--- src/rtl/uart_pkg.sv ---
// Shared UART definitions: receiver FSM encoding, frame-size limits and the
// data-bit clamp used when a frame's configuration is latched.
package uart_pkg;

    localparam int UART_MIN_BITS = 5;
    localparam int UART_MAX_BITS = 9;

    typedef enum logic [2:0] {
        ST_IDLE,
        ST_START,
        ST_DATA,
        ST_PARITY,
        ST_STOP1,
        ST_STOP2,
        ST_BREAK
    } rx_state_e;

    function automatic logic [3:0] clamp_bits(input logic [3:0] req, input int max_bits);
        if (int'(req) < UART_MIN_BITS) return 4'(UART_MIN_BITS);
        if (int'(req) > max_bits)      return 4'(max_bits);
        return req;
    endfunction

endpackage

--- src/rtl/uart_rx_sampler.sv ---
// Receive-line conditioning: 2-flop synchroniser and a 3-sample majority
// vote around the bit centre (tcnt = H-1, H, H+1; vote valid at H+1).
module uart_rx_sampler
    import uart_pkg::*;
#(
    parameter  int OVERSAMPLE = 16,
    localparam int TW         = $clog2(OVERSAMPLE)
) (
    input  logic          clk,
    input  logic          rx_rst,
    input  logic          rx,
    input  logic          s_tick,
    input  logic [TW-1:0] tcnt,
    output logic          rx_sync,
    output logic          bit_vote
);

    localparam logic [TW-1:0] T_EARLY = TW'(OVERSAMPLE / 2 - 1);
    localparam logic [TW-1:0] T_MID   = TW'(OVERSAMPLE / 2);

    logic [1:0] sync_q;
    logic       s0_q;
    logic       s1_q;

    always_ff @(posedge clk) begin
        if (rx_rst) begin
            sync_q <= 2'b11;
            s0_q   <= 1'b1;
            s1_q   <= 1'b1;
        end else begin
            sync_q <= {sync_q[0], rx};
            if (s_tick && tcnt == T_EARLY) s0_q <= sync_q[1];
            if (s_tick && tcnt == T_MID)   s1_q <= sync_q[1];
        end
    end

    assign rx_sync  = sync_q[1];
    // Third sample is the live synced line at the decision tick.
    assign bit_vote = (s0_q & s1_q) | (s0_q & rx_sync) | (s1_q & rx_sync);

endmodule

--- src/rtl/uart_rx_cfg.sv ---
// Runtime-configurable UART receiver: deframes 5..9 data bits, optional parity,
// 1/2 stop bits, detects breaks and holds the frame in a valid/ready register.
//
//   state     | meaning
//   ----------+----------------------------------------------------------
//   ST_IDLE   | waiting for a low synced line on a tick (cfg latched here)
//   ST_START  | verifying the start bit; majority 1 is a false start
//   ST_DATA   | shifting data bits in, LSB first
//   ST_PARITY | checking the parity bit against the received data
//   ST_STOP1  | first stop bit; finishes the frame unless two stop bits
//   ST_STOP2  | second stop bit; finishes the frame
//   ST_BREAK  | all-zero frame seen; waiting for the line to return high
module uart_rx_cfg
    import uart_pkg::*;
#(
    parameter int DATA_BITS_MAX = 9,
    parameter int OVERSAMPLE    = 16
) (
    input  logic                     clk,
    input  logic                     rx_rst,
    input  logic                     s_tick,
    input  logic                     rx_en,
    input  logic                     rx,
    input  logic [3:0]               cfg_data_bits,
    input  logic                     cfg_parity_en,
    input  logic                     cfg_parity_odd,
    input  logic                     cfg_stop2,
    output logic [DATA_BITS_MAX-1:0] data_out,
    output logic                     rx_valid,
    input  logic                     rx_ready,
    output logic                     rx_done,
    output logic                     rx_busy,
    output logic                     parity_err,
    output logic                     frame_err,
    output logic                     overrun,
    output logic                     break_det
);

    localparam int            TW     = $clog2(OVERSAMPLE);
    localparam logic [TW-1:0] T_DEC  = TW'(OVERSAMPLE / 2 + 1);
    localparam logic [TW-1:0] T_LAST = TW'(OVERSAMPLE - 1);

    rx_state_e                state_q, state_d;
    logic [TW-1:0]            tcnt_q, tcnt_d;
    logic [3:0]               bcnt_q, bcnt_d;
    logic [3:0]               nbits_q, nbits_d;
    logic                     par_en_q, par_en_d, par_odd_q, par_odd_d, stop2_q, stop2_d;
    logic [DATA_BITS_MAX-1:0] shreg_q, shreg_d;
    logic                     perr_q, perr_d, ferr_q, ferr_d, zero_q, zero_d;
    logic [DATA_BITS_MAX-1:0] data_out_q, data_out_d;
    logic                     valid_q, valid_d, perr_out_q, perr_out_d, ferr_out_q, ferr_out_d;
    logic                     done_q, done_d, ovr_q, ovr_d, brk_q, brk_d, busy_q, busy_d;

    logic rx_sync, bit_vote, dec, wrap, finish, brk_now;

    uart_rx_sampler #(.OVERSAMPLE(OVERSAMPLE)) u_sampler (
        .clk      (clk),
        .rx_rst   (rx_rst),
        .rx       (rx),
        .s_tick   (s_tick),
        .tcnt     (tcnt_q),
        .rx_sync  (rx_sync),
        .bit_vote (bit_vote)
    );

    assign dec  = s_tick && (tcnt_q == T_DEC);
    assign wrap = s_tick && (tcnt_q == T_LAST);

    always_comb begin
        state_d    = state_q;
        tcnt_d     = tcnt_q;
        bcnt_d     = bcnt_q;
        nbits_d    = nbits_q;
        par_en_d   = par_en_q;
        par_odd_d  = par_odd_q;
        stop2_d    = stop2_q;
        shreg_d    = shreg_q;
        perr_d     = perr_q;
        ferr_d     = ferr_q;
        zero_d     = zero_q;
        finish     = 1'b0;
        brk_now    = 1'b0;

        if (s_tick && state_q != ST_IDLE)
            tcnt_d = (tcnt_q == T_LAST) ? '0 : tcnt_q + TW'(1);

        case (state_q)
            ST_IDLE: begin
                if (s_tick && rx_en && !rx_sync) begin
                    state_d   = ST_START;
                    tcnt_d    = '0;
                    bcnt_d    = '0;
                    nbits_d   = clamp_bits(cfg_data_bits, DATA_BITS_MAX);
                    par_en_d  = cfg_parity_en;
                    par_odd_d = cfg_parity_odd;
                    stop2_d   = cfg_stop2;
                    shreg_d   = '0;
                    perr_d    = 1'b0;
                    ferr_d    = 1'b0;
                    zero_d    = 1'b1;
                end
            end
            ST_START: begin
                if (dec && bit_vote) state_d = ST_IDLE;
                else if (wrap)       state_d = ST_DATA;
            end
            ST_DATA: begin
                if (dec) begin
                    shreg_d[bcnt_q] = bit_vote;
                    zero_d          = zero_q & ~bit_vote;
                end
                if (wrap) begin
                    if (bcnt_q == nbits_q - 4'd1) state_d = par_en_q ? ST_PARITY : ST_STOP1;
                    else                          bcnt_d  = bcnt_q + 4'd1;
                end
            end
            ST_PARITY: begin
                if (dec) begin
                    zero_d = zero_q & ~bit_vote;
                    if (bit_vote != ((^shreg_q) ^ par_odd_q)) perr_d = 1'b1;
                end
                if (wrap) state_d = ST_STOP1;
            end
            ST_STOP1: begin
                if (dec) begin
                    zero_d = zero_q & ~bit_vote;
                    if (!bit_vote) ferr_d = 1'b1;
                    if (!stop2_q)  finish = 1'b1;
                end
                if (wrap && stop2_q) state_d = ST_STOP2;
            end
            ST_STOP2: begin
                if (dec) finish = 1'b1;
            end
            ST_BREAK: begin
                if (s_tick && rx_sync) state_d = ST_IDLE;
            end
            default: state_d = ST_IDLE;
        endcase

        if (finish) begin
            brk_now = zero_q & ~bit_vote;
            state_d = brk_now ? ST_BREAK : ST_IDLE;
        end

        // A capture coinciding with the handshake reloads instead of overrunning.
        done_d     = finish & ~brk_now & (~valid_q | rx_ready);
        ovr_d      = finish & ~brk_now & valid_q & ~rx_ready;
        brk_d      = finish & brk_now;
        valid_d    = valid_q & ~rx_ready;
        data_out_d = data_out_q;
        perr_out_d = perr_out_q;
        ferr_out_d = ferr_out_q;
        if (done_d) begin
            valid_d    = 1'b1;
            data_out_d = shreg_q;
            perr_out_d = perr_q;
            ferr_out_d = ferr_q | ~bit_vote;
        end
        busy_d = (state_d != ST_IDLE);
    end

    always_ff @(posedge clk) begin
        if (rx_rst) begin
            state_q    <= ST_IDLE;
            tcnt_q     <= '0;
            bcnt_q     <= '0;
            nbits_q    <= '0;
            par_en_q   <= 1'b0;
            par_odd_q  <= 1'b0;
            stop2_q    <= 1'b0;
            shreg_q    <= '0;
            perr_q     <= 1'b0;
            ferr_q     <= 1'b0;
            zero_q     <= 1'b0;
            data_out_q <= '0;
            valid_q    <= 1'b0;
            perr_out_q <= 1'b0;
            ferr_out_q <= 1'b0;
            done_q     <= 1'b0;
            ovr_q      <= 1'b0;
            brk_q      <= 1'b0;
            busy_q     <= 1'b0;
        end else begin
            state_q    <= state_d;
            tcnt_q     <= tcnt_d;
            bcnt_q     <= bcnt_d;
            nbits_q    <= nbits_d;
            par_en_q   <= par_en_d;
            par_odd_q  <= par_odd_d;
            stop2_q    <= stop2_d;
            shreg_q    <= shreg_d;
            perr_q     <= perr_d;
            ferr_q     <= ferr_d;
            zero_q     <= zero_d;
            data_out_q <= data_out_d;
            valid_q    <= valid_d;
            perr_out_q <= perr_out_d;
            ferr_out_q <= ferr_out_d;
            done_q     <= done_d;
            ovr_q      <= ovr_d;
            brk_q      <= brk_d;
            busy_q     <= busy_d;
        end
    end

    assign data_out   = data_out_q;
    assign rx_valid   = valid_q;
    assign parity_err = perr_out_q;
    assign frame_err  = ferr_out_q;
    assign rx_done    = done_q;
    assign overrun    = ovr_q;
    assign break_det  = brk_q;
    assign rx_busy    = busy_q;

endmodule

--- config.mk ---
export PLATFORM = sky130hd
export DESIGN_NAME = uart_rx_cfg
export DESIGN_NICKNAME = d
export VERILOG_FILES = /design/src/rtl/uart_pkg.sv /design/src/rtl/uart_rx_sampler.sv /design/src/rtl/uart_rx_cfg.sv
export SDC_FILE = /design/constraint.sdc
export NUM_CORES = 1
export LEC_CHECK = 0
export BUFFER_PORTS_ARGS = -buffer_cell sky130_fd_sc_hd__buf_4
export CAP_MARGIN = 20
export CORE_MARGIN = 5
export CORE_UTILIZATION = 50
export CTS_CLUSTER_DIAMETER = 60
export DETAILED_ROUTE_END_ITERATION = 10
export HOLD_SLACK_MARGIN = 0.06
export PLACE_DENSITY = 0.7
export SKIP_LAST_GASP = 1
export SLEW_MARGIN = 0
export SYNTH_ARGS = -nofsm -noshare
export SYNTH_HDL_FRONTEND = slang
export SYNTH_HIERARCHICAL = 1
export SYNTH_SLANG_ARGS = --single-unit
--- constraint.sdc ---
create_clock -name clk -period 2.2 [get_ports clk]
set_input_delay 0.33 -clock clk [delete_from_list [all_inputs] [get_ports clk]]
set_output_delay 0.33 -clock clk [all_outputs]
set_load 0.1 [all_outputs]
After elaboration in Yosys (flattened, before gate mapping)
Cells that the tools add are included.
- $add $sub $neg: 3
- order comparisons: 4
- equal/unequal tests: 21
- mux-type cells: 53
- bitwise gates (word level): 19
- reduce and logical (&&, ||, !) cells: 27
- operators with widths (operator ; count):
    two-way mux 4 bit ; 11
    two-way mux 3 bit ; 11
    one-hot mux 3 bit (7 select lines) ; 1
    two-way mux 1 bit ; 20
    two-way mux 9 bit ; 2
    one-hot mux 9 bit (2 select lines) ; 1
    != test 2 bit, second input constant ; 8
    == test 4 bit, second input constant ; 3
    AND reduction 4 bit ; 3
    logical AND 1 bit ; 11
    AND 1 bit ; 10
    bitwise mux 9 bit ; 1
    == test 3 bit, second input constant ; 3
    XOR reduction 9 bit ; 1
    adder 4 x 1 -> 4 bit, second input constant ; 2
    one-hot mux 1 bit (2 select lines) ; 4
    one-hot mux 4 bit (2 select lines) ; 1
    nonzero test 2 bit ; 4
    == test 3 x 2 -> 1 bit, second input constant ; 2
    AND reduction 3 bit ; 2
    nonzero test 3 bit ; 2
    < comparator 4 x 5 -> 1 bit, second input constant ; 1
    demux 1 bit (select 4 bit) ; 1
    == test 4 x 3 -> 1 bit, second input constant ; 1
    15 further kinds ; 21
- bits in registers: 50
- input port bits: 13
- word-level logic and storage cells: 149

Depth between registers and ports, before layout
- depth in word-level cells: 10
- mapped depth: 7
- mapped depth without buffers: 7

By module
The synthesis kept the hierarchy.
- by module, submodules not included (module ; instances ; cells an instance ; area an instance (sq um) ; sequential area each (sq um)):
    uart_rx_cfg ; 1 ; 274 ; 2328.5 ; 920.9
    uart_rx_sampler ; 1 ; 16 ; 165.2 ; 80.1

Least setup slack after synthesis
OpenSTA, ideal clock, no wires.
- path type: reg2reg
- start: reg valid_q, in the netlist rx_valid
- end: reg data_out_q[1], in the netlist data_out[1]
- library setup time: 0.128 ns
- data arrival time: 1.822 ns
- data required time: 2.072 ns
- slack: 0.250 ns
- cell stages (with the launch flop): 6
- clock period less this slack: 1.950 ns
- cell sequence: dfxtp_1 -> nand2b_1 -> nand4_1 -> buf_2 -> mux2i_1 -> nor2_1
- word-level cells in the longest chain between the ends: 3
- ends and longest elaborated chain (what ; RTL line ; RTL):
    from (decl) ; uart_rx_cfg.sv:51 ; logic valid_q, valid_d, perr_out_q, perr_out_d, ferr_out_q, ferr_out_d;
    from (signal assigned) ; uart_rx_cfg.sv:197 ; valid_q <= valid_d;
    inverter 1 bit ; uart_rx_cfg.sv:147 ; done_d = finish & ~brk_now & (~valid_q | rx_ready);
    OR 1 bit ; uart_rx_cfg.sv:147 ;
    AND 1 bit ; uart_rx_cfg.sv:147 ;
    to (signal assigned) ; uart_rx_cfg.sv:196 ; data_out_q <= data_out_d;
    to (decl) ; uart_rx_cfg.sv:50 ; logic [DATA_BITS_MAX-1:0] data_out_q, data_out_d;
Every way passes these cells.
A chain may end at the register's enable or synchronous reset.

Worst setup path after layout
- start: reg tcnt_q[0]
- end: reg busy_q, in the netlist rx_busy
- word-level cells in the longest chain between the ends: 7
- elaborated cells between the ends (all ways): 17
- classes of those cells: eq/ne (2); mux (10); reduce/logical (5)
- ends and longest elaborated chain (what ; RTL line ; RTL):
    from (decl) ; uart_rx_cfg.sv:44 ; logic [TW-1:0] tcnt_q, tcnt_d;
    from (signal assigned) ; uart_rx_cfg.sv:186 ; tcnt_q <= tcnt_d;
    == test 4 bit (on tied branches) ; uart_rx_cfg.sv:67, uart_rx_cfg.sv:66 ;
    logical AND 1 bit (on tied branches) ; uart_rx_cfg.sv:67, uart_rx_cfg.sv:66 ;
    two-way mux 3 bit (tied with other cells) ; uart_rx_cfg.sv:105 ; else if (wrap) state_d = ST_DATA;
    two-way mux 3 bit (on tied branches) ; uart_rx_cfg.sv:104, uart_rx_cfg.sv:130 ;
    one-hot mux 3 bit (7 select lines) ; uart_rx_cfg.sv:87 ; case (state_q)
    two-way mux 3 bit * ; uart_rx_cfg.sv:141 ; if (finish) begin
    nonzero test 3 bit * ; uart_rx_cfg.sv:160 ; busy_d = (state_d != ST_IDLE);
    to (signal assigned) ; uart_rx_cfg.sv:203 ; busy_q <= busy_d;
    to (decl) ; uart_rx_cfg.sv:52 ; logic done_q, done_d, ovr_q, ovr_d, brk_q, brk_d, busy_q, busy_d;
Mark *: on every way between the ends. The rest lies on a longest branch, timed or not.

==> flow_summary_export.csv <==
group,metric,value,unit
clocking,cts_tree,"built",
finish,area_growth,15.2,%
global_route,grt_pass1_wl,8.27,mm
synthesis,synth_area_leaders,"dfxtp_1 40%, a21oi_1 6.4%, nor2_1 5.6%",
routing,vias,2007,
timing,worst_slew_pin_slew,539,ps
critical_path,worstPathRequired,2380,ps
synthesis,synth_top_family_by_area,"simple AND/OR/NAND/NOR gates",
place,hpwl,3.58,mm
synthesis,synthDistinctLibCells,53,
global_route,grt_pass1_vias,1873,
timing,fmax,514,MHz
clocking,cts_sinks,50,
die,initial_core_util,52.1,%
critical_path,crit_path_max_fanout,8,
timing,setup_violations,0,
place,portBuffers,28,
place,dp.cells,375,
place,gp_congestion,0.896,
synthesis,synth_compound_area_share,15.8,%
finish,final_common_cell,"dfxtp_1",
flow_run,cap_viol_max_count,0,
status,status,"finished, final reports clean",
synthesis,syn_avg_cell_area,8.60,µm²
timing,fin_setup_tns,0,ps
finish,final_area,0.00287,mm²
clocking,postCtsSetupRepairBufs,0,
routing,wirelength,4.83,mm
place,dpl-instance-area,0.00274,mm²
routing,viasPerCell,5.24,
die,num_rows,25,
clocking,htree_num_levels,2,
clocking,cts_buffer_depth,2,
synthesis,ys_seq_area_share,40.1,%
timing,hold_viol,0,
power,p_leak,1.19,nW
die,core,0.00479,mm²
synthesis,synthMuxAreaShare,5.22,%
critical_path,start_kind,"flop",
clocking,post_cts_resized,0,
synthesis,synth-edff-count,0,
die,dieArea,0.00650,mm²
global_route,antenna_found_initial,0,
routing,dr.pass1.iters,4,
synthesis,yosys.area.top_type,"dfxtp_1",
global_route,grt_max_degree,41,
finish,layout-drive-gt1-share,17.1,%
routing,drtIter0Drc,111,
routing,drc,0,
timing,rsz0062_at_grt,"no",
timing,fin_crit_sh,88.5,%
die,die_y,80.6,µm
clocking,root_buffer,"clkbuf_8",
power,p_per_area,608,mW/mm²
synthesis,synth-seq-cells,50,
finish,final_cell_mix,"50 x dfxtp_1, 37 x nor2_1, 32 x a21oi_1",
timing,finalWorstPathRequiredPeriod,1950,ps
global_route,grt_use_total,16.1,%
critical_path,crit_type,"flop to flop",
timing,final-max-slew-violation-count,0,
synthesis,postSynth.asyncResetShare,0,%
routing,wl_per_cell,12.6,µm
power,peakVddDrop,289,µV
timing,slew_headroom,64.0,%
die,die_w,80.6,µm
finish,final_cells,383,
clocking,hold_buffers,0,
timing,clock_skew,6.91,ps
finish,nNetsFinal,335,
clocking,numCtsBuffers,5,
synthesis,syn_area,0.00249,mm²
synthesis,ys_warn_count,6,
synthesis,yosys.area_share.adder,3.91,%
synthesis,synth_nets,310,
worst_hold_path,hold_path.class,"input port to flop",
critical_path,crit_arrival,2130,ps
synthesis,synth_top_area_share,40.1,%
synthesis,synthXorXnorAreaFrac,7.53,%
synthesis,yosys.area_share.simple,22.7,%
die,pin_count,29,
synthesis,synth-main-ff-cell,"dfxtp_1",
synthesis,syn_inst,290,
clocking,clk_pin_slew,90,ps
finish,fillCellCount,453,
clocking,clk_latency,300,ps
critical_path,end_kind,"flop",
finish,antenna_cells,0,
global_route,overflow,0,
routing,ant_nets,0,
sequential cells by signal, summed over array words and instances, names as in the netlist, 2 cells and up:
name              cells
data_out              9
u_sampler/sync_q      2
state_q               3
shreg_q               9
bcnt_q                4
tcnt_q                4
nbits_q               4
cells in the mapped netlist (2+ instances only):
master    count
dfxtp_1      50
nor2_1       37
a21oi_1      32
nand2_1      31
mux2i_1      13
xnor2_1      12
inv_1        11
o21ai_1      11
ha_1          7
clkbuf_1      6
nor2b_1       6
nand3_1       5
nor3_1        5
xor2_1        5
nand4_1       4
a211oi_1      3
buf_2         3
nand2b_1      3
nor3b_2       3
or2_2         3
a21o_1        2
buf_4         2
buf_6         2
nand4b_1      2
nor3_2        2
o211ai_1      2
o21ai_0       2
cell families after synthesis:
| kind of cell | after synthesis |
|---|---|
| AO/OA/AOI/OAI | 66 |
| XOR/XNOR | 19 |
| adder cells (fa/ha/maj) | 8 |
| buffers and inverters | 24 |
| flip-flops | 50 |
| multiplexers | 13 |
| AND/OR/NAND/NOR | 110 |
power breakdown:
part / switching, W / internal, W / leakage (nW)
logic: 0.0000383 / 0.0000288 / 0.718
clock network: 0.000310 / 0.000455 / 0.0683
registers: 0.00000473 / 0.000909 / 0.403
final cells by class:
| class | count | area, µm² | area share, % |
|---|---|---|---|
| Clock buffer | 5 | 68.8 | 2.40 |
| Clock inverter | 3 | 68.8 | 2.40 |
| Inverter | 11 | 41.3 | 1.44 |
| Multi-Input combinational cell | 216 | 1380 | 47.9 |
| Sequential cell | 50 | 1000 | 34.8 |
| Tap cell | 67 | 83.8 | 2.92 |
| Timing Repair Buffer | 31 | 233 | 8.10 |
critical path: stages (launching register included):
cell and delay, ps:
dfxtp_1 480, ha_1 270, nand4_1 290, o41ai_1 490, a21o_1 190, o2111ai_1 110
through the flow:
stage          utilization [%]  total power (W)  hold WS, ps  setup slack [ps]
2_1_floorplan                -         0.000975          389               250
5_1_grt                   60.0          0.00182          210              84.3
4_1_cts                   60.0          0.00177          200               264
3_3_place_gp              57.2          0.00100          391               330
3_5_place_dp              57.2          0.00100          399               269
6_report                  60.0          0.00175          211               254
final timing paths:
check | startpoint | to | slack, ps | cells after the start
worst max-delay path | tcnt_q[0] | rx_busy | 250 | 5
worst min-delay path | rx | u_sampler/sync_q[0] | 210 | 2
worst max register to register | tcnt_q[0] | rx_busy | 250 | 5
worst min register to register | u_sampler/sync_q[0] | u_sampler/sync_q[1] | 420 | 1
metal layers:
layer,vias to the layer above,GRT usage [%],routed length (µm)
li1,1051,-,-
met1,912,20.3,2330
met2,40,26.8,2230
met3,4,4.04,227
met4,0,5.07,42
met5,-,0,0
No activity file was read; power rests on OpenSTA's default activity.
